--- src/rtl/fetch_stage_if.sv ---
// ---------------------------------------------------------------------------
// fetch_stage_if
// Instruction-cache request/response bus between the fetch stage and the
// icache. Each direction is a valid/ready handshake.
//   icache_req_valid   fetch -> icache   request valid
//   icache_req_addr    fetch -> icache   fetch address
//   icache_req_ready   icache -> fetch   icache accepts the request
//   icache_resp_valid  icache -> fetch   response valid (held until taken)
//   icache_resp_instr  icache -> fetch   fetched instruction word
//   icache_resp_ready  fetch -> icache   fetch stage accepts the response
// Modports: master = fetch stage side, slave = icache side.
// ---------------------------------------------------------------------------
interface fetch_stage_if #(
    parameter int WORD_SIZE = 32
);
    logic                 icache_req_valid;
    logic [WORD_SIZE-1:0] icache_req_addr;
    logic                 icache_req_ready;
    logic                 icache_resp_valid;
    logic [WORD_SIZE-1:0] icache_resp_instr;
    logic                 icache_resp_ready;

    modport master (
        output icache_req_valid,
        output icache_req_addr,
        input  icache_req_ready,
        input  icache_resp_valid,
        input  icache_resp_instr,
        output icache_resp_ready
    );

    modport slave (
        input  icache_req_valid,
        input  icache_req_addr,
        output icache_req_ready,
        output icache_resp_valid,
        output icache_resp_instr,
        input  icache_resp_ready
    );
endinterface

--- src/rtl/fetch_stage.sv ---
// ---------------------------------------------------------------------------
// fetch_stage
// Single-outstanding instruction fetch stage. Issues one icache request at a
// time, registers the returned instruction with its PC for the decoder, and
// squashes in-flight work on a downstream redirect.
// Ports:
//   clk, reset          clock, asynchronous active-high reset
//   stall               decoder cannot take a new instruction this cycle
//   redirect            taken branch/jump resolved downstream
//   redirect_pc         redirect target (low two bits ignored)
//   icache              fetch_stage_if master: icache request/response bus
//   instr_out, pc_out   registered instruction and its PC
//   valid_out           instr_out/pc_out are valid
// ---------------------------------------------------------------------------
module fetch_stage #(
    parameter int                   WORD_SIZE = 32,
    parameter logic [WORD_SIZE-1:0] BOOT_PC   = 32'h0000_1000,
    parameter logic [WORD_SIZE-1:0] NOP_INSTR = 32'h0000_0013
) (
    input  logic                 clk,
    input  logic                 reset,
    input  logic                 stall,
    input  logic                 redirect,
    input  logic [WORD_SIZE-1:0] redirect_pc,
    fetch_stage_if.master        icache,
    output logic [WORD_SIZE-1:0] instr_out,
    output logic [WORD_SIZE-1:0] pc_out,
    output logic                 valid_out
);

    localparam logic [1:0] ST_FETCH = 2'd0;  // may issue a request
    localparam logic [1:0] ST_WAIT  = 2'd1;  // one request outstanding
    localparam logic [1:0] ST_DRAIN = 2'd2;  // outstanding response is stale

    localparam logic [WORD_SIZE-1:0] PC_STEP = {{(WORD_SIZE-3){1'b0}}, 3'd4};

    logic [1:0]           state_r;
    logic [1:0]           state_nxt_s;
    logic [WORD_SIZE-1:0] pc_r;
    logic [WORD_SIZE-1:0] pc_nxt_s;
    logic [WORD_SIZE-1:0] instr_nxt_s;
    logic [WORD_SIZE-1:0] pc_out_nxt_s;
    logic                 valid_nxt_s;
    logic                 out_free_s;
    logic                 req_valid_s;
    logic                 resp_ready_s;
    logic                 req_hs_s;
    logic                 resp_hs_s;

    // Handshake outputs; both forced low while reset is held.
    always_comb begin
        out_free_s   = !valid_out || !stall;
        req_valid_s  = 1'b0;
        resp_ready_s = 1'b0;
        if (!reset) begin
            case (state_r)
                ST_FETCH: req_valid_s  = !redirect;
                ST_WAIT:  resp_ready_s = out_free_s;
                ST_DRAIN: resp_ready_s = 1'b1;  // stale data is always taken
                default: begin
                    req_valid_s  = 1'b0;
                    resp_ready_s = 1'b0;
                end
            endcase
        end else begin
            req_valid_s  = 1'b0;
            resp_ready_s = 1'b0;
        end
    end

    assign icache.icache_req_valid  = req_valid_s;
    assign icache.icache_req_addr   = pc_r;
    assign icache.icache_resp_ready = resp_ready_s;
    assign req_hs_s  = req_valid_s && icache.icache_req_ready;
    assign resp_hs_s = icache.icache_resp_valid && resp_ready_s;

    // Next-state, next-pc and output-register logic; redirect wins over all.
    always_comb begin
        state_nxt_s  = state_r;
        pc_nxt_s     = pc_r;
        pc_out_nxt_s = pc_out;
        // No new instruction written: hold under stall, otherwise retire it.
        if (valid_out && stall) begin
            instr_nxt_s = instr_out;
            valid_nxt_s = 1'b1;
        end else begin
            instr_nxt_s = NOP_INSTR;
            valid_nxt_s = 1'b0;
        end

        if (redirect) begin
            pc_nxt_s    = {redirect_pc[WORD_SIZE-1:2], 2'b00};
            instr_nxt_s = NOP_INSTR;
            valid_nxt_s = 1'b0;
            case (state_r)
                ST_FETCH:          state_nxt_s = ST_FETCH;
                // A response taken this cycle is simply dropped; otherwise
                // the one still in flight must be drained.
                ST_WAIT, ST_DRAIN: state_nxt_s = resp_hs_s ? ST_FETCH : ST_DRAIN;
                default:           state_nxt_s = ST_FETCH;
            endcase
        end else begin
            case (state_r)
                ST_FETCH: begin
                    if (req_hs_s) begin
                        state_nxt_s = ST_WAIT;
                    end else begin
                        state_nxt_s = ST_FETCH;
                    end
                end
                ST_WAIT: begin
                    // resp_ready only rises when the output slot is free.
                    if (resp_hs_s) begin
                        instr_nxt_s  = icache.icache_resp_instr;
                        pc_out_nxt_s = pc_r;
                        valid_nxt_s  = 1'b1;
                        pc_nxt_s     = pc_r + PC_STEP;
                        state_nxt_s  = ST_FETCH;
                    end else begin
                        state_nxt_s = ST_WAIT;
                    end
                end
                ST_DRAIN: begin
                    if (resp_hs_s) begin
                        state_nxt_s = ST_FETCH;
                    end else begin
                        state_nxt_s = ST_DRAIN;
                    end
                end
                default: state_nxt_s = ST_FETCH;
            endcase
        end
    end

    // State and output registers.
    always_ff @(posedge clk or posedge reset) begin
        if (reset) begin
            state_r   <= ST_FETCH;
            pc_r      <= BOOT_PC;
            instr_out <= NOP_INSTR;
            pc_out    <= {WORD_SIZE{1'b0}};
            valid_out <= 1'b0;
        end else begin
            state_r   <= state_nxt_s;
            pc_r      <= pc_nxt_s;
            instr_out <= instr_nxt_s;
            pc_out    <= pc_out_nxt_s;
            valid_out <= valid_nxt_s;
        end
    end

endmodule

--- src/flat_wrapper.sv ---
// flat-port wrapper written by rule: the top's interface ports become plain ports
module fetch_stage_flat 
#(
    parameter int                   WORD_SIZE = 32,
    parameter logic [WORD_SIZE-1:0] BOOT_PC   = 32'h0000_1000,
    parameter logic [WORD_SIZE-1:0] NOP_INSTR = 32'h0000_0013
)
  (clk, reset, stall, redirect, redirect_pc, instr_out, pc_out, valid_out, icache_icache_req_valid, icache_icache_req_addr, icache_icache_req_ready, icache_icache_resp_valid, icache_icache_resp_instr, icache_icache_resp_ready);
  fetch_stage_if #(.WORD_SIZE(WORD_SIZE)) icache_i ();
  input  logic clk;
  input  logic reset;
  input  logic stall;
  input  logic redirect;
  input  logic [WORD_SIZE-1:0] redirect_pc;
  output logic [WORD_SIZE-1:0] instr_out;
  output logic [WORD_SIZE-1:0] pc_out;
  output logic valid_out;
  output wire logic [$bits(icache_i.icache_req_valid)-1:0] icache_icache_req_valid;
  output wire logic [$bits(icache_i.icache_req_addr)-1:0] icache_icache_req_addr;
  input wire logic [$bits(icache_i.icache_req_ready)-1:0] icache_icache_req_ready;
  input wire logic [$bits(icache_i.icache_resp_valid)-1:0] icache_icache_resp_valid;
  input wire logic [$bits(icache_i.icache_resp_instr)-1:0] icache_icache_resp_instr;
  output wire logic [$bits(icache_i.icache_resp_ready)-1:0] icache_icache_resp_ready;
  assign icache_icache_req_valid = icache_i.icache_req_valid;
  assign icache_icache_req_addr = icache_i.icache_req_addr;
  assign icache_i.icache_req_ready = icache_icache_req_ready;
  assign icache_i.icache_resp_valid = icache_icache_resp_valid;
  assign icache_i.icache_resp_instr = icache_icache_resp_instr;
  assign icache_icache_resp_ready = icache_i.icache_resp_ready;
  fetch_stage #(.WORD_SIZE(WORD_SIZE), .BOOT_PC(BOOT_PC), .NOP_INSTR(NOP_INSTR)) u_core (.clk(clk), .reset(reset), .stall(stall), .redirect(redirect), .redirect_pc(redirect_pc), .icache(icache_i), .instr_out(instr_out), .pc_out(pc_out), .valid_out(valid_out));
endmodule
--- config.mk ---
export PLATFORM = sky130hd
export DESIGN_NAME = fetch_stage_flat
export DESIGN_NICKNAME = d
export VERILOG_FILES = /design/src/rtl/fetch_stage_if.sv /design/src/rtl/fetch_stage.sv /design/src/flat_wrapper.sv
export SDC_FILE = /design/constraint.sdc
export NUM_CORES = 1
export LEC_CHECK = 0
export ABC_AREA = 1
export CELL_PAD_IN_SITES_DETAIL_PLACEMENT = 0
export CELL_PAD_IN_SITES_GLOBAL_PLACEMENT = 2
export CORE_MARGIN = 2
export CORE_UTILIZATION = 25
export DETAILED_ROUTE_END_ITERATION = 10
export GPL_TIMING_DRIVEN = 0
export MAX_ROUTING_LAYER = met4
export PLACE_DENSITY_LB_ADDON = 0.1
export SLEW_MARGIN = 20
export SYNTH_ARGS = -nofsm -noshare
export SYNTH_HDL_FRONTEND = slang
export SYNTH_SLANG_ARGS = --single-unit
--- constraint.sdc ---
create_clock -name clk -period 4.66 [get_ports clk]
set_clock_uncertainty 0.1 [all_clocks]
set_input_delay 1.165 -clock clk [delete_from_list [all_inputs] [get_ports clk]]
set_output_delay 1.165 -clock clk [all_outputs]
set_load 0.05 [all_outputs]
# Yosys cells after proc, flatten, opt, wreduce, memory -nomap -nowiden
# Index checks and enable logic that the tools add are counted.
[totals] register_bits=99 elab_cells=43
[op_classes] n_eq_ne=2 add_sub_neg=1 n_mux=21 bitwise_logic=1 n_reduce_logical=13
[ops] cell="2-to-1 mux 32 bit" count=7
[ops] cell="adder 32 x 3 -> 32 bit (second input constant)" count=1
[ops] cell="2-to-1 mux 1 bit" count=9
[ops] cell="2-to-1 mux 2 bit" count=3
[ops] cell="one-hot mux 2 bit (3 select lines)" count=1
[ops] cell="nonzero test 2 bit" count=2
[ops] cell="logical AND 1 bit" count=3
[ops] cell="logical NOT 1 bit" count=3
[ops] cell="AND reduction 3 bit" count=1
[ops] cell="== test 2 x 1 -> 1 bit (second input constant)" count=1
[ops] cell="== test 2 bit (second input constant)" count=1
[ops] cell="logical NOT 2 bit" count=1
[ops] cell="one-hot mux 1 bit (2 select lines)" count=1
[ops] cell="AND reduction 2 bit" count=1
[ops] cell="OR reduction 2 bit" count=1
[ops] cell="logical OR 1 bit" count=1
[ops] cell="inverter 1 bit" count=1

# Depth between registers and ports, before layout
[depth] ltp_word=8 depth_mapped=10

# Worst setup path before layout
# No wires, ideal clock.
[synth_timing] path_type="input -> output" startpoint="input redirect" endpoint="output icache_icache_req_valid" path_slack_ns=1.213 arrival_ns=2.182 cell_stages=4 required_ns=3.395 path_cell_list="buf_2 > clkinv_1 > nand2_1 > nor2_1"
[synth_between] elab_chain_len=3
[synth_lines] element="start, declared" line="flat_wrapper.sv:13" rtl="input logic redirect;"
[synth_lines] element="logical NOT 1 bit" line="fetch_stage.sv:57" rtl="ST_FETCH: req_valid_s = !redirect;"
[synth_lines] element="2-to-1 mux 1 bit" line="fetch_stage.sv:56" rtl="case (state_r)"
[synth_lines] element="2-to-1 mux 1 bit" line="fetch_stage.sv:55" rtl="if (!reset) begin"
[synth_lines] element="end, declared" line="flat_wrapper.sv:18" rtl="output wire logic [$bits(icache_i.icache_req_valid)-1:0] icache_icache_req_valid;"
# Every way passes these cells.

# Worst setup path in the final report
[layout_timing] startpoint="input stall" endpoint="output icache_icache_resp_ready"
[layout_between] elab_chain_len=4
[layout_lines] element="start, declared" line="flat_wrapper.sv:12" rtl="input logic stall;"
[layout_lines] element="logical NOT 1 bit" line="fetch_stage.sv:52" rtl="out_free_s = !valid_out || !stall;"
[layout_lines] element="logical OR 1 bit" line="fetch_stage.sv:52"
[layout_lines] element="one-hot mux 1 bit (2 select lines)" line="fetch_stage.sv:56"
[layout_lines] element="2-to-1 mux 1 bit" line="fetch_stage.sv:55"
[layout_lines] element="end, declared" line="flat_wrapper.sv:23" rtl="output wire logic [$bits(icache_i.icache_resp_ready)-1:0] icache_icache_resp_ready;"
# Every way passes these cells.

==> impl_metrics.tcl <==
set metrics [dict create \
    layout.nets 918 \
    globalplace.congestion 0.835 \
    fmax_ghz 0.241 \
    p_int_uw 1530 \
    dp_hpwl_um 13100 \
    cap_violations 0 \
    vias 4821 \
    grt_pass1_vias 4863 \
    clockPowerShare 0.371 \
    ys_warn_count 0 \
    drive_gt1_frac 0.0731 \
    gr-usage-all-layers 0.175 \
    clock_sinks 95 \
    p_seq_frac 0.413 \
    rsz0062_at_grt "false" \
    final_area_um2 7220 \
    synthTopCellsByArea "dfrtp_1 46%, nand2_1 21%, nand3_1 6.0%, inv_1 4.8%, o21ai_0 4.3%" \
    dr.pass1.iters 5 \
    tightest_slew_ns 0.617 \
    status "complete, no violations" \
    timing.final.max_slew_violations 0 \
    hold_viol_final 0 \
    totalWireLength_um 17200 \
    synth_top_area_frac 0.464 \
    cts_tree "done" \
    start_kind "input port" \
    cts_hold_buf 0 \
    max_stage_delay_ns 0.81 \
    dieArea_um2 20800 \
    slew-limit-headroom 0.587 \
    drc 0 \
    grt_max_degree 56 \
    finalCritPeriodShare 0.890 \
    via_per_inst 4.33 \
    num_rows 51 \
    overflow 0 \
    clk_latency_ns 0.35 \
    switchingPower_uw 698 \
    synth_area_leader_cell "dfrtp_1" \
    initial_core_util 0.254 \
    power_density_nw_per_um2 309 \
    cts_setup_buffers 0 \
    cp.required_ns 3.39 \
    min_period_ns 4.15 \
    arrival_ns 2.88 \
    root_buffer "clkbuf_16" \
    leakagePower_uw 0.00325 \
    die_h_um 144 \
    core-area_um2 19300 \
    ctsResizeCount 0 \
    syn_to_final_growth_pct 47.1 \
    hold_path_class "flop to flop" \
    diodes 0 \
    htree_levels 3 \
    setup_viol 0 \
    syn_area_um2 4900 \
    ys_seq_elements 95 \
    ys_seq_area_frac 0.486 \
    wl_per_cell_um 15.5 \
    drt_iter0_drc 259 \
    syn_avg_cell_area_um2 7.35 \
    io-pin-count 169 \
    worst_path_max_delay_cell "clkdlybuf4s50_1" \
    cts_made_buffers 9 \
    grt_pass1_wl_um 26700 \
    cp_cell_sequence "clkdlybuf4s50_1 > nand2_2 > nand2_1 > nand2_2 > nand2_1 > nor2_1 > clkdlybuf4s50_1" \
    cts.clk_slew.worst_paths_ns 0.07 \
    p_sw_frac 0.314 \
    worst_setup_path_end_kind "output port" \
    antenna_found_initial 0 \
    port_buffers 161 \
    cts_buffer_depth 2 \
    syn_inst 667 \
    critPathKind "input port to output port" \
    crit_buf_inv 2 \
    combinationalPowerShare 0.216 \
    post-route-util 0.373 \
    vdd_drop_max_v 0.000179 \
    ant_nets 0 \
    cpLargestDelayFamily "buffers and inverters" \
    die_x_um 144 \
    placed_area_um2 6890 \
    yosysUniqueCellTypes 31 \
    critPathMaxFanout 6 \
]
-- cell families (layout without fill, tap and decap cells) --
group                      after synthesis  after routing  synth area share
adders and majority gates                5              5            0.0128
and+or+nand+nor                        393            393             0.334
DFF                                     95             95             0.486
buffers and inverters                   94            272            0.0816
xor gates and xnor gates                 4              4           0.00714
other                                    1              4          0.000765
AOI/OAI and AO/OA                       75             75            0.0778
-- power by group through the flow --
stage	Sequential, µW	Clock, µW	Combinational, µW
4_1_cts	920	851	489
2_1_floorplan	1050	0	172
5_1_grt	928	877	522
3_3_place_gp	935	0	480
6_report	920	825	481
3_5_place_dp	936	0	488
-- area by class of cell --
| cell class | count | area (µm²) |
|---|---|---|
| Tap cell | 265 | 332 |
| Timing Repair Buffer | 162 | 1640 |
| Fill cell | 2035 | 12100 |
| Sequential cell | 95 | 2380 |
| Buffer | 28 | 153 |
| Clock buffer | 11 | 243 |
| Clock inverter | 5 | 81.3 |
| Multi-Input combinational cell | 481 | 2130 |
| Inverter | 66 | 253 |
-- cell usage in the layout, fill, tap and decap left out, types with 2 or more instances in the layout --
cell / n
nor2_1: 43
o21ai_0: 42
conb_1: 4
bufinv_16: 2
nand2_2: 3
clkbuf_1: 5
dfstp_2: 4
or2_2: 4
nor2_2: 5
clkdlybuf4s50_1: 161
o21ai_1: 26
dfrtp_1: 91
nand3_1: 59
inv_1: 62
nand2_1: 270
ha_1: 5
inv_2: 2
a21oi_1: 4
buf_2: 17
clkbuf_16: 9
and2_1: 4
xor2_1: 4
buf_4: 5
-- routing by layer --
layer,vias to the layer above,track usage,share of wire
li1,2425,-,-
met1,2247,0.219,0.45
met2,133,0.282,0.47
met3,16,0.0450,0.060
met4,0,0.0449,0.012
met5,-,-,0
-- state kept, by name (all words and copies together), names as in the netlist --
| name | count |
|---|---|
| u_core.pc_out | 30 |
| u_core.instr_out | 32 |
| u_core.icache.icache_req_addr | 30 |
| u_core.state_r | 2 |
| u_core.valid_out | 1 |
-- worst paths after layout --
| path | start | to | slack, ns | cells past startpoint |
|---|---|---|---|---|
| setup / recovery | stall | icache_icache_resp_ready | 0.51 | 7 |
| hold / removal | u_core.pc_out[6] | u_core.pc_out[6] | 0.38 | 2 |
| setup reg to reg | u_core.state_r[0] | u_core.icache.icache_req_addr[10] | 2.51 | 10 |
| hold reg to reg | u_core.pc_out[6] | u_core.pc_out[6] | 0.38 | 2 |
| max in group asynchronous | reset | u_core.icache.icache_req_addr[12] | 2.61 | 3 |
| min in group asynchronous | reset | u_core.state_r[1] | 1.19 | 2 |
-- synthesized netlist by cell type --
cell type,n
nand4_2,1
inv_1,63
ha_1,5
nand2_1,270
clkinv_1,1
inv_2,2
a21oi_1,4
buf_2,17
nor2_1,43
nand3b_1,1
dfstp_2,4
nor2_8,1
or2_2,4
nand2_4,1
o21bai_1,1
nor2_2,5
dfrtp_1,91
o21ai_1,26
o21ai_0,42
nand3_1,59
nand3_4,1
xor2_1,4
o22ai_1,1
buf_6,1
nand2_2,3
buf_4,5
conb_1,1
buf_1,1
and2_1,4
clkbuf_1,4
o21a_1,1
-- worst register-to-register path: stages (launching register included) --
cell	delay, ns
dfrtp_1	0.38
inv_1	0.08
ha_1	0.29
inv_1	0.07
nor2_2	0.16
nand4_2	0.31
nand2_4	0.24
inv_2	0.11
buf_6	0.17
nand2_1	0.06
nand3_1	0.06
-- metrics by stage --
stage	power (µW)	setup slack, ns	hold WS [ns]	TNS, ns	cells
4_1_cts	2260	0.512	0.383	0	1113
6_report	2230	0.512	0.380	0	1113
5_1_grt	2330	0.393	0.412	0	1113
3_3_place_gp	1410	-1.01	0.362	-91.72	1096
2_1_floorplan	1220	0.925	0.511	0	670
3_5_place_dp	1420	0.515	0.365	0	1097
Power figures use the tool's default switching activity.
